===== config.mk =====
export PLATFORM = sky130hd
export DESIGN_NAME = mdu_sequencer_flat
export DESIGN_NICKNAME = d
export VERILOG_FILES = /design/src/rtl/mdu_sequencer_if.sv /design/src/rtl/mdu_sequencer.sv /design/src/flat_wrapper.sv
export SDC_FILE = /design/constraint.sdc
export NUM_CORES = 1
export LEC_CHECK = 0
export ABC_AREA = 0
export CAP_MARGIN = 5
export CORE_MARGIN = 5
export CORE_UTILIZATION = 47
export DETAILED_ROUTE_END_ITERATION = 16
export PLACE_DENSITY = 0.69
export SLEW_MARGIN = 30
export SYNTH_ARGS = -nofsm -noshare
export SYNTH_HDL_FRONTEND = slang
export SYNTH_SLANG_ARGS = --single-unit

===== constraint.sdc =====
create_clock -name clk -period 4.36 [get_ports clk]
set_input_delay 1.308 -clock clk [delete_from_list [all_inputs] [get_ports clk]]
set_output_delay 1.308 -clock clk [all_outputs]
set_load 0.01 [all_outputs]

===== src/rtl/mdu_sequencer_if.sv =====
// Request/response bundle between the decode/compute stage and the RV32M
// multiply/divide sequencer.
interface mdu_sequencer_if #(
    parameter int unsigned XLEN  = 32,
    parameter int unsigned TAG_W = 5
);
    logic             req_valid;
    logic             req_ready;
    logic [2:0]       op;
    logic [XLEN-1:0]  ra;
    logic [XLEN-1:0]  rb;
    logic [TAG_W-1:0] req_tag;
    logic             resp_valid;
    logic             resp_ready;
    logic [XLEN-1:0]  resp_data;
    logic [TAG_W-1:0] resp_tag;

    modport master (
        output req_valid, op, ra, rb, req_tag, resp_ready,
        input  req_ready, resp_valid, resp_data, resp_tag
    );

    modport slave (
        input  req_valid, op, ra, rb, req_tag, resp_ready,
        output req_ready, resp_valid, resp_data, resp_tag
    );
endinterface


===== src/rtl/mdu_sequencer.sv =====
// Iterative RV32M multiply/divide: 32 shift-add or restoring-divide steps on one shared adder.
// Define MDU_FAST_PATH_EN to let divide-by-zero and zero-operand multiplies skip CALC.
module mdu_sequencer #(
    parameter int unsigned XLEN  = 32,
    parameter int unsigned TAG_W = 5
) (
    input  logic           clk,
    input  logic           rst_n,
    input  logic           flush,
    output logic           busy,
    mdu_sequencer_if.slave bus
);
    typedef enum logic [1:0] {IDLE, CALC, FIXUP, DONE} state_t;
    state_t state, state_nx;

    logic [4:0]       cnt;
    logic [2:0]       op_q;
    logic [TAG_W-1:0] tag_q;
    logic [XLEN-1:0]  mag_a, mag_b, acc_hi, acc_lo;
    logic             neg_q, sign_a_q, b_zero_q;
    logic             resp_valid_q;
    logic [XLEN-1:0]  resp_data_q;
    logic [TAG_W-1:0] resp_tag_q;

    logic             accept, a_signed, b_signed, sa, sb, fast;
    logic [XLEN-1:0]  ra_mag, rb_mag;

    assign bus.req_ready  = (state == IDLE) && !flush;
    assign bus.resp_valid = resp_valid_q;
    assign bus.resp_data  = resp_data_q;
    assign bus.resp_tag   = resp_tag_q;

    assign accept   = bus.req_valid && bus.req_ready;
    assign a_signed = (bus.op == 3'd1) || (bus.op == 3'd2) || (bus.op == 3'd4) || (bus.op == 3'd6);
    assign b_signed = (bus.op == 3'd1) || (bus.op == 3'd4) || (bus.op == 3'd6);
    assign sa       = a_signed && bus.ra[XLEN-1];
    assign sb       = b_signed && bus.rb[XLEN-1];
    assign ra_mag   = sa ? (XLEN'(0) - bus.ra) : bus.ra;
    assign rb_mag   = sb ? (XLEN'(0) - bus.rb) : bus.rb;

`ifdef MDU_FAST_PATH_EN
    assign fast = bus.op[2] ? (bus.rb == '0) : ((bus.ra == '0) || (bus.rb == '0));
`else
    assign fast = 1'b0;
`endif

    // One adder: multiply adds the multiplicand into the high half; divide
    // trial-subtracts the divisor from the shifted partial remainder.
    logic [XLEN:0]   add_a, add_b;
    logic            add_sub;
    logic [XLEN+1:0] add_res;

    always_comb begin
        if (op_q[2]) begin
            add_a   = {acc_hi, acc_lo[XLEN-1]};
            add_b   = {1'b0, mag_b};
            add_sub = 1'b1;
        end else begin
            add_a   = {1'b0, acc_hi};
            add_b   = acc_lo[0] ? {1'b0, mag_a} : '0;
            add_sub = 1'b0;
        end
        add_res = {1'b0, add_a} + {1'b0, (add_sub ? ~add_b : add_b)}
                + {{(XLEN+1){1'b0}}, add_sub};
    end

    logic [2*XLEN-1:0] prod_fix;
    logic [XLEN-1:0]   quo_fix, rem_fix, result;

    always_comb begin
        prod_fix = neg_q ? ((2*XLEN)'(0) - {acc_hi, acc_lo}) : {acc_hi, acc_lo};
        quo_fix  = (neg_q && !b_zero_q) ? (XLEN'(0) - acc_lo) : acc_lo;
        rem_fix  = sign_a_q ? (XLEN'(0) - acc_hi) : acc_hi;
        case (op_q)
            3'd0:             result = prod_fix[XLEN-1:0];
            3'd1, 3'd2, 3'd3: result = prod_fix[2*XLEN-1:XLEN];
            3'd4, 3'd5:       result = quo_fix;
            default:          result = rem_fix;
        endcase
    end

    always_comb begin
        state_nx = state;
        if (flush) begin
            state_nx = IDLE;
        end else begin
            case (state)
                IDLE:    if (accept) state_nx = fast ? FIXUP : CALC;
                CALC:    if (cnt == 5'd31) state_nx = FIXUP;
                FIXUP:   state_nx = DONE;
                DONE:    if (resp_valid_q && bus.resp_ready) state_nx = IDLE;
                default: state_nx = IDLE;
            endcase
        end
    end

    always_ff @(posedge clk) begin
        if (!rst_n) begin
            state        <= IDLE;
            busy         <= 1'b0;
            resp_valid_q <= 1'b0;
        end else begin
            state        <= state_nx;
            busy         <= (state_nx != IDLE);
            resp_valid_q <= (state_nx == DONE);
        end
    end

    always_ff @(posedge clk) begin
        if (!rst_n) begin
            cnt         <= '0;
            op_q        <= '0;
            tag_q       <= '0;
            mag_a       <= '0;
            mag_b       <= '0;
            acc_hi      <= '0;
            acc_lo      <= '0;
            neg_q       <= 1'b0;
            sign_a_q    <= 1'b0;
            b_zero_q    <= 1'b0;
            resp_data_q <= '0;
            resp_tag_q  <= '0;
        end else begin
            case (state)
                IDLE: if (accept) begin
                    op_q     <= bus.op;
                    tag_q    <= bus.req_tag;
                    mag_a    <= ra_mag;
                    mag_b    <= rb_mag;
                    neg_q    <= sa ^ sb;
                    sign_a_q <= sa;
                    b_zero_q <= (bus.rb == '0);
                    cnt      <= '0;
                    // Fast path preloads the final accumulators: all-ones quotient with
                    // the dividend as remainder, or a zero product.
                    if (fast) begin
                        acc_hi <= bus.op[2] ? ra_mag : '0;
                        acc_lo <= bus.op[2] ? '1 : '0;
                    end else begin
                        acc_hi <= '0;
                        acc_lo <= bus.op[2] ? ra_mag : rb_mag;
                    end
                end
                CALC: begin
                    cnt <= cnt + 5'd1;
                    if (op_q[2]) begin
                        acc_hi <= add_res[XLEN+1] ? add_res[XLEN-1:0] : add_a[XLEN-1:0];
                        acc_lo <= {acc_lo[XLEN-2:0], add_res[XLEN+1]};
                    end else begin
                        acc_hi <= add_res[XLEN:1];
                        acc_lo <= {add_res[0], acc_lo[XLEN-1:1]};
                    end
                end
                FIXUP: begin
                    resp_data_q <= result;
                    resp_tag_q  <= tag_q;
                end
                default: ;
            endcase
        end
    end
endmodule


===== src/flat_wrapper.sv =====
// flat-port wrapper written by rule: the top's interface ports become plain ports
module mdu_sequencer_flat 
#(
    parameter int unsigned XLEN  = 32,
    parameter int unsigned TAG_W = 5
)
  (clk, rst_n, flush, busy, bus_req_valid, bus_op, bus_ra, bus_rb, bus_req_tag, bus_resp_ready, bus_req_ready, bus_resp_valid, bus_resp_data, bus_resp_tag);
  mdu_sequencer_if #(.XLEN(XLEN), .TAG_W(TAG_W)) bus_i ();
  input  logic clk;
  input  logic rst_n;
  input  logic flush;
  output logic busy;
  input wire logic [$bits(bus_i.req_valid)-1:0] bus_req_valid;
  input wire logic [$bits(bus_i.op)-1:0] bus_op;
  input wire logic [$bits(bus_i.ra)-1:0] bus_ra;
  input wire logic [$bits(bus_i.rb)-1:0] bus_rb;
  input wire logic [$bits(bus_i.req_tag)-1:0] bus_req_tag;
  input wire logic [$bits(bus_i.resp_ready)-1:0] bus_resp_ready;
  output wire logic [$bits(bus_i.req_ready)-1:0] bus_req_ready;
  output wire logic [$bits(bus_i.resp_valid)-1:0] bus_resp_valid;
  output wire logic [$bits(bus_i.resp_data)-1:0] bus_resp_data;
  output wire logic [$bits(bus_i.resp_tag)-1:0] bus_resp_tag;
  assign bus_i.req_valid = bus_req_valid;
  assign bus_i.op = bus_op;
  assign bus_i.ra = bus_ra;
  assign bus_i.rb = bus_rb;
  assign bus_i.req_tag = bus_req_tag;
  assign bus_i.resp_ready = bus_resp_ready;
  assign bus_req_ready = bus_i.req_ready;
  assign bus_resp_valid = bus_i.resp_valid;
  assign bus_resp_data = bus_i.resp_data;
  assign bus_resp_tag = bus_i.resp_tag;
  mdu_sequencer #(.XLEN(XLEN), .TAG_W(TAG_W)) u_core (.clk(clk), .rst_n(rst_n), .flush(flush), .busy(busy), .bus(bus_i));
endmodule

Yosys cells after proc, flatten, opt, wreduce, memory -nomap -nowiden
Cells that the tools add are included. Widths: inputs -> output; s select.

Memories kept: 0. Word-level logic and storage cells: 88. Latch bits: 0. Output and inout port bits: 40. Bits of input ports: 77. Register bits after elaboration: 185. Memory bits (read-only): 0. Memory bits (writable): 0.

Bitwise operators: 2. Equal/unequal tests: 15. Div/mod/pow operators: 0. $mul: 0. Reductions and logical operators: 22. Add/sub/neg operators: 8. Shifts and indexed selects: 0. Magnitude comparators: 0. Muxes and demuxes: 26.

Operators by type and width (count): $mux 32 (11); $pmux 32 s2 (2); $sub 1x32->32 const A (4); $mux 33 (3); $pmux 32 s3 (1); $mux 64 (1); $sub 1x64->64 const A (1); $add 33x33->34 (1); $add 34x1->34 (1); $not 33->33 (1); $logic_not 32->1 (1); $eq 3x3->1 const B (4); $pmux 5 s2 (1); $eq 3x2->1 const B (3); $mux 2 (4); $pmux 2 s4 (1); $eq 2x2->1 const B (3); $eq 3x1->1 const B (2); $logic_and 1x1->1 (6); $add 5x1->5 const B (1); $eq 5x5->1 const B (1); $logic_or 1x1->1 (5); $mux 5 (1); $reduce_and 2->1 (2); other kinds (10) (12).

Logic depth before layout (Yosys ltp)
Gate-level depths: netlist of run 1.

Word-level depth: 9. Depth in mapped cells: 18. Mapped depth without buffers: 13.

Worst setup path before layout of run 1
Ideal clock, no wire load.

Kind: register to register. Start: register u_core.op_q[2]. End: register u_core.acc_hi[28]. Data arrival time: 4.162 ns. Path slack: 0.078 ns. Path buffers: 6. Clock period less this slack: 4.282 ns. Setup time: 0.121 ns. Stages on the path, launching flop included: 17. Cells stage by stage: dfxtp_1 -> clkbuf_1 -> clkbuf_1 -> clkbuf_1 -> clkbuf_1 -> mux2_2 -> ha_1 -> clkbuf_1 -> a21o_1 -> a31o_2 -> a221oi_1 -> a41oi_2 -> a41oi_1 -> nand2_1 -> buf_2 -> o221ai_1 -> o21ai_1.

Longest elaborated chain between the ends: 8. Elaborated cells between the ends (all ways): 10. Those cells by class: 2 x add/sub; 7 x mux; 1 x bitwise.

RTL lines: start: declaration (line mdu_sequencer.sv:17) `logic [2:0] op_q;`; start signal: assignment (line mdu_sequencer.sv:126) `op_q <= bus.op;`; $mux 33 (line mdu_sequencer.sv:54) `if (op_q[2]) begin`; $not 33->33 (line mdu_sequencer.sv:63) `add_res = {1'b0, add_a} + {1'b0, (add_sub ? ~add_b : add_b)}`; $mux 33 (line mdu_sequencer.sv:63); $add 33x33->34 (line mdu_sequencer.sv:63); $add 34x1->34 (line mdu_sequencer.sv:64) `+ {{(XLEN+1){1'b0}}, add_sub};`; $mux 32 (line mdu_sequencer.sv:147) `acc_hi <= add_res[XLEN+1] ? add_res[XLEN-1:0] : add_a[XLEN-1:0];`; $mux 32 (*) (line mdu_sequencer.sv:146) `if (op_q[2]) begin`; $pmux 32 s2 (*) (line mdu_sequencer.sv:124) `case (state)`; end signal: assignment (line mdu_sequencer.sv:137) `acc_hi <= bus.op[2] ? ra_mag : '0;`; end signal: assignment (line mdu_sequencer.sv:147); end signal: assignment (line mdu_sequencer.sv:150) `acc_hi <= add_res[XLEN:1];`; end: declaration (line mdu_sequencer.sv:19) `logic [XLEN-1:0] mag_a, mag_b, acc_hi, acc_lo;`.

Mark *: on every way between the ends. The rest lies on a longest branch, timed or not. A chain may end at the register's enable or synchronous reset.

Worst setup path after layout of run 1
Start: register u_core.op_q[2]. End: register u_core.acc_hi[30].

The elaborated chain is that of the path after synthesis.

==> results.py, run 1 <==
metrics = {
    "power": {
        "power.share.switching_pct": 36.0,
        "power_report.internal_total_mw": 3.08,
        "cellPowerDensity_nw_per_um2": 282,
        "combPwrFrac_pct": 26.6,
        "totalPowerFinal_mw": 4.81,
        "peakVddDrop_v": 0.000310,
        "p_switching_mw": 1.73,
        "pwr-share-seq_pct": 39.5,
        "leakage_nw": 6.25,
        "relative_contribution_of_the_clock_network_to_total_power_pct": 34.0,
    },
    "routing": {
        "route.detailed.wl_per_inst_um": 22.7,
        "detail_route.iter0.violations": 1829,
        "drc": 0,
        "routed_wl_um": 56000,
        "routed_via_density": 6.52,
        "vias": 16100,
        "first_drt_pass_iteration_count": 5,
        "postRouteAntennaNets": 0,
    },
    "yosys": {
        "postSynth.asyncResetShare_pct": 0,
        "synth_cell_type_count": 81,
        "synthTopCellsByArea": "dfxtp_1 25%, nand2_1 6.4%, o21ai_0 5.8%",
        "syn-num-nets": 2155,
        "post_synth_inst_count": 2040,
        "synth-warning-count": 0,
        "syn_area_sq_um": 14900,
        "synth_edf_count": 0,
        "seq_area_frac_synth_pct": 24.9,
        "synth.avg_cell_area_sq_um": 7.29,
        "synthDominantCellAreaShare_pct": 24.9,
        "netlist.top_cell.by_area": "dfxtp_1",
        "yosys_most_used_dff": "dfxtp_1",
        "synth.ff_latch_count": 185,
    },
    "die": {
        "fp.coreArea_sq_um": 31400,
        "ios": 117,
        "fp-row-count": 65,
        "die_h_um": 188,
        "start_util_pct": 47.4,
        "design.die.area_sq_um": 35300,
        "floorplan_die_width_um": 188,
    },
    "final_layout": {
        "diodes": 0,
        "multi_input_area_sq_um": 10300,
        "final-instance-count-excl-fill": 2469,
        "utilization_pct": 54.3,
        "layout-drive-gt1-share_pct": 8.61,
        "nets": 2169,
        "mostFrequentLayoutCell": "nand2_1",
        "n_fill_cell": 3051,
        "area_overhead_of_the_layout_relative_to_synthesis_pct": 14.6,
        "area.sequential_sq_um": 3710,
        "layout.cells.most_common_list": "252 x nand2_1, 190 x nor2_1, 183 x dfxtp_1",
    },
    "placement": {
        "io_buffers": 116,
        "dpl_worst_slack_ns": 0.126,
        "gpl.final_weighted_congestion": 0.997,
        "dp_hpwl_um": 42600,
        "numPlacedInstances": 2437,
    },
    "clock_tree": {
        "clk_latency_ns": 0.46,
        "cts.repair.resized": 0,
        "tritoncts": "built",
        "post-cts-setup-buffer-count": 0,
        "clock_transition_at_the_registers_of_the_reported_paths_ns": 0.08,
        "tritoncts.num_buffers": 17,
        "cts-root-buf": "clkbuf_16",
        "clock-sinks": 185,
        "max_clock_buf_depth": 2,
        "cts_htree_levels": 4,
        "hold_buffers": 0,
    },
    "global_routing": {
        "grtUsageTotal_pct": 30.4,
        "first_global_vias": 15100,
        "grt_antenna_before_repair": 0,
        "global_route_total_overflow": 0,
        "grt_first_pass_wirelength_um": 85900,
        "grt_max_degree": 58,
    },
    "sta": {
        "timing.fmax_mhz": 253,
        "tightestPinTransition_ns": 0.897,
        "final.setup.tns_ns": 0,
        "final-max-slew-violation-count": 0,
        "timing.final.hold_violations": 0,
        "worst_clock_skew_ns": 0.0174,
        "setup_viol": 0,
        "finalWorstPathRequiredPeriod_ns": 3.95,
        "timing.max_slew.rel_slack_pct": 39.8,
        "layout_worst_path_cycle_share_pct": 90.5,
        "setup_repair_after_global_routing_missed_its_margin": "no",
        "worst_slack_ns": 0.413,
    },
    "job": {
        "cap_violations": 0,
    },
    "hold_path": {
        "hold_path_startpoint": "u_core.tag_q[1]$_SDFFE_PN0P_",
        "min-delay-path-class": "flip-flop to flip-flop",
    },
    "setup_path": {
        "cp.required_ns": 4.72,
        "setup.worst_path.class": "flip-flop to flip-flop",
        "worstSetupStartpointType": "flip-flop",
        "worstReg2RegStart": "u_core.op_q[2]$_SDFFE_PN0P_",
        "path_max_fanout": 48,
        "worstPathArrival_ns": 4.30,
        "crit_start": "u_core.op_q[2]$_SDFFE_PN0P_",
        "endpoint_kind": "flip-flop",
    },
    "outcome": {
        "status": "finished, final reports clean",
    },
}
-- area by class of cell --
type | instances | share of cell area [%]
repair buffers | 191 | 10.5
multi-input cells | 1630 | 60.6
clock inverters | 15 | 1.03
well taps | 402 | 2.95
clock buffers | 17 | 2.50
flip-flops and latches | 185 | 21.8
inverters | 29 | 0.646
-- layer usage --
metal / vias to the layer above / share of wire, % / wire length [um] / GRT usage (%)
li1: 7483 / - / - / -
met1: 7637 / 43 / 23900 / 40.4
met2: 837 / 44 / 24900 / 48.3
met3: 144 / 8.6 / 4830 / 6.16
met4: 0 / 4.2 / 2370 / 12.5
met5: - / 0 / 0 / 0
-- worst paths after layout --
path / to / depth (start not counted) / slack, ns
max reg2reg: u_core.acc_hi[30]$_SDFFE_PN0P_ / 13 / 0.41
min: u_core.bus.resp_tag[1]$_SDFFE_PN0N_ / 2 / 0.45
min reg2reg: u_core.bus.resp_tag[1]$_SDFFE_PN0N_ / 2 / 0.45
max: u_core.acc_hi[30]$_SDFFE_PN0P_ / 13 / 0.41
-- synth_stat cells, drive strengths merged (5+ instances only) --
library cell and n:
nand4b 5, mux2 31, a31oi 21, xor2 93, a311oi 10, a22o 13
a211oi 74, nor4 20, o41ai 11, o21ai 189, or2 7, a21o 14
nand4 16, ha 37, and3 10, buf 19, nor2b 13, a221o 5
o221ai 41, a31o 5, a22oi 9, or3 22, mux2i 31, nor2 192
o211ai 23, o21a 5, o22ai 12, o31ai 40, xnor2 97, dfxtp 185
a21oi 134, nand3 40, a221oi 21, nand3b 5, nand2b 16, nor3 43
nand2 253, or4 20, inv 28, clkbuf 177
-- metrics by stage --
step / hold slack (ns) / cell area, sq um
2_1_floorplan: 0.424 / 14900
3_3_place_gp: 0.437 / 16400
3_5_place_dp: 0.441 / 16400
4_1_cts: 0.455 / 17000
5_1_grt: 0.473 / 17100
6_report: 0.454 / 17100
-- power groups by stage --
stage	combinational, mW	sequential [mW]	clock (mW)
2_1_floorplan	0.885	1.83	0
3_3_place_gp	1.22	1.92	0
3_5_place_dp	1.24	1.93	0
4_1_cts	1.24	1.89	1.64
5_1_grt	1.37	1.90	1.70
6_report	1.28	1.90	1.63
-- cell families after synthesis --
group / share of synthesized area (%)
buffers and inverters: 5.83
multiplexers: 4.43
flip-flops: 24.9
AO/OA/AOI/OAI: 28.9
AND/OR/NAND/NOR: 21.6
XOR/XNOR: 11.2
adder cells (fa/ha/maj): 3.25
-- sequential cells by signal (all words and copies together), names as in the netlist --
signal	flops
u_core.bus.resp_valid	1
u_core.mag_a	32
u_core.acc_lo	32
u_core.bus.resp_data	32
u_core.neg_q	1
u_core.tag_q	5
u_core.busy	1
u_core.bus.resp_tag	5
u_core.sign_a_q	1
u_core.state	2
u_core.cnt	5
u_core.b_zero_q	1
u_core.acc_hi	32
u_core.mag_b	32
u_core.op_q	3
-- worst max-delay path, cell delays in order (launching register included) --
cell	delay, ns
dfxtp_4	0.46
buf_12	0.27
mux2_2	0.38
ha_1	0.34
a21oi_1	0.31
o22ai_1	0.16
a221oi_1	0.37
buf_4	0.21
nand4_1	0.22
a32oi_1	0.36
buf_12	0.23
o21ai_0	0.10
a21boi_0	0.15
o31ai_1	0.29
No activity file was read; power rests on OpenSTA's default activity.
==> inputs of run 2 (changes only) <==
- CTS_CLUSTER_DIAMETER: unset -> 40
==> results of run 2 <==
The final DEF is identical to that of run 1; final timing and power are the same.
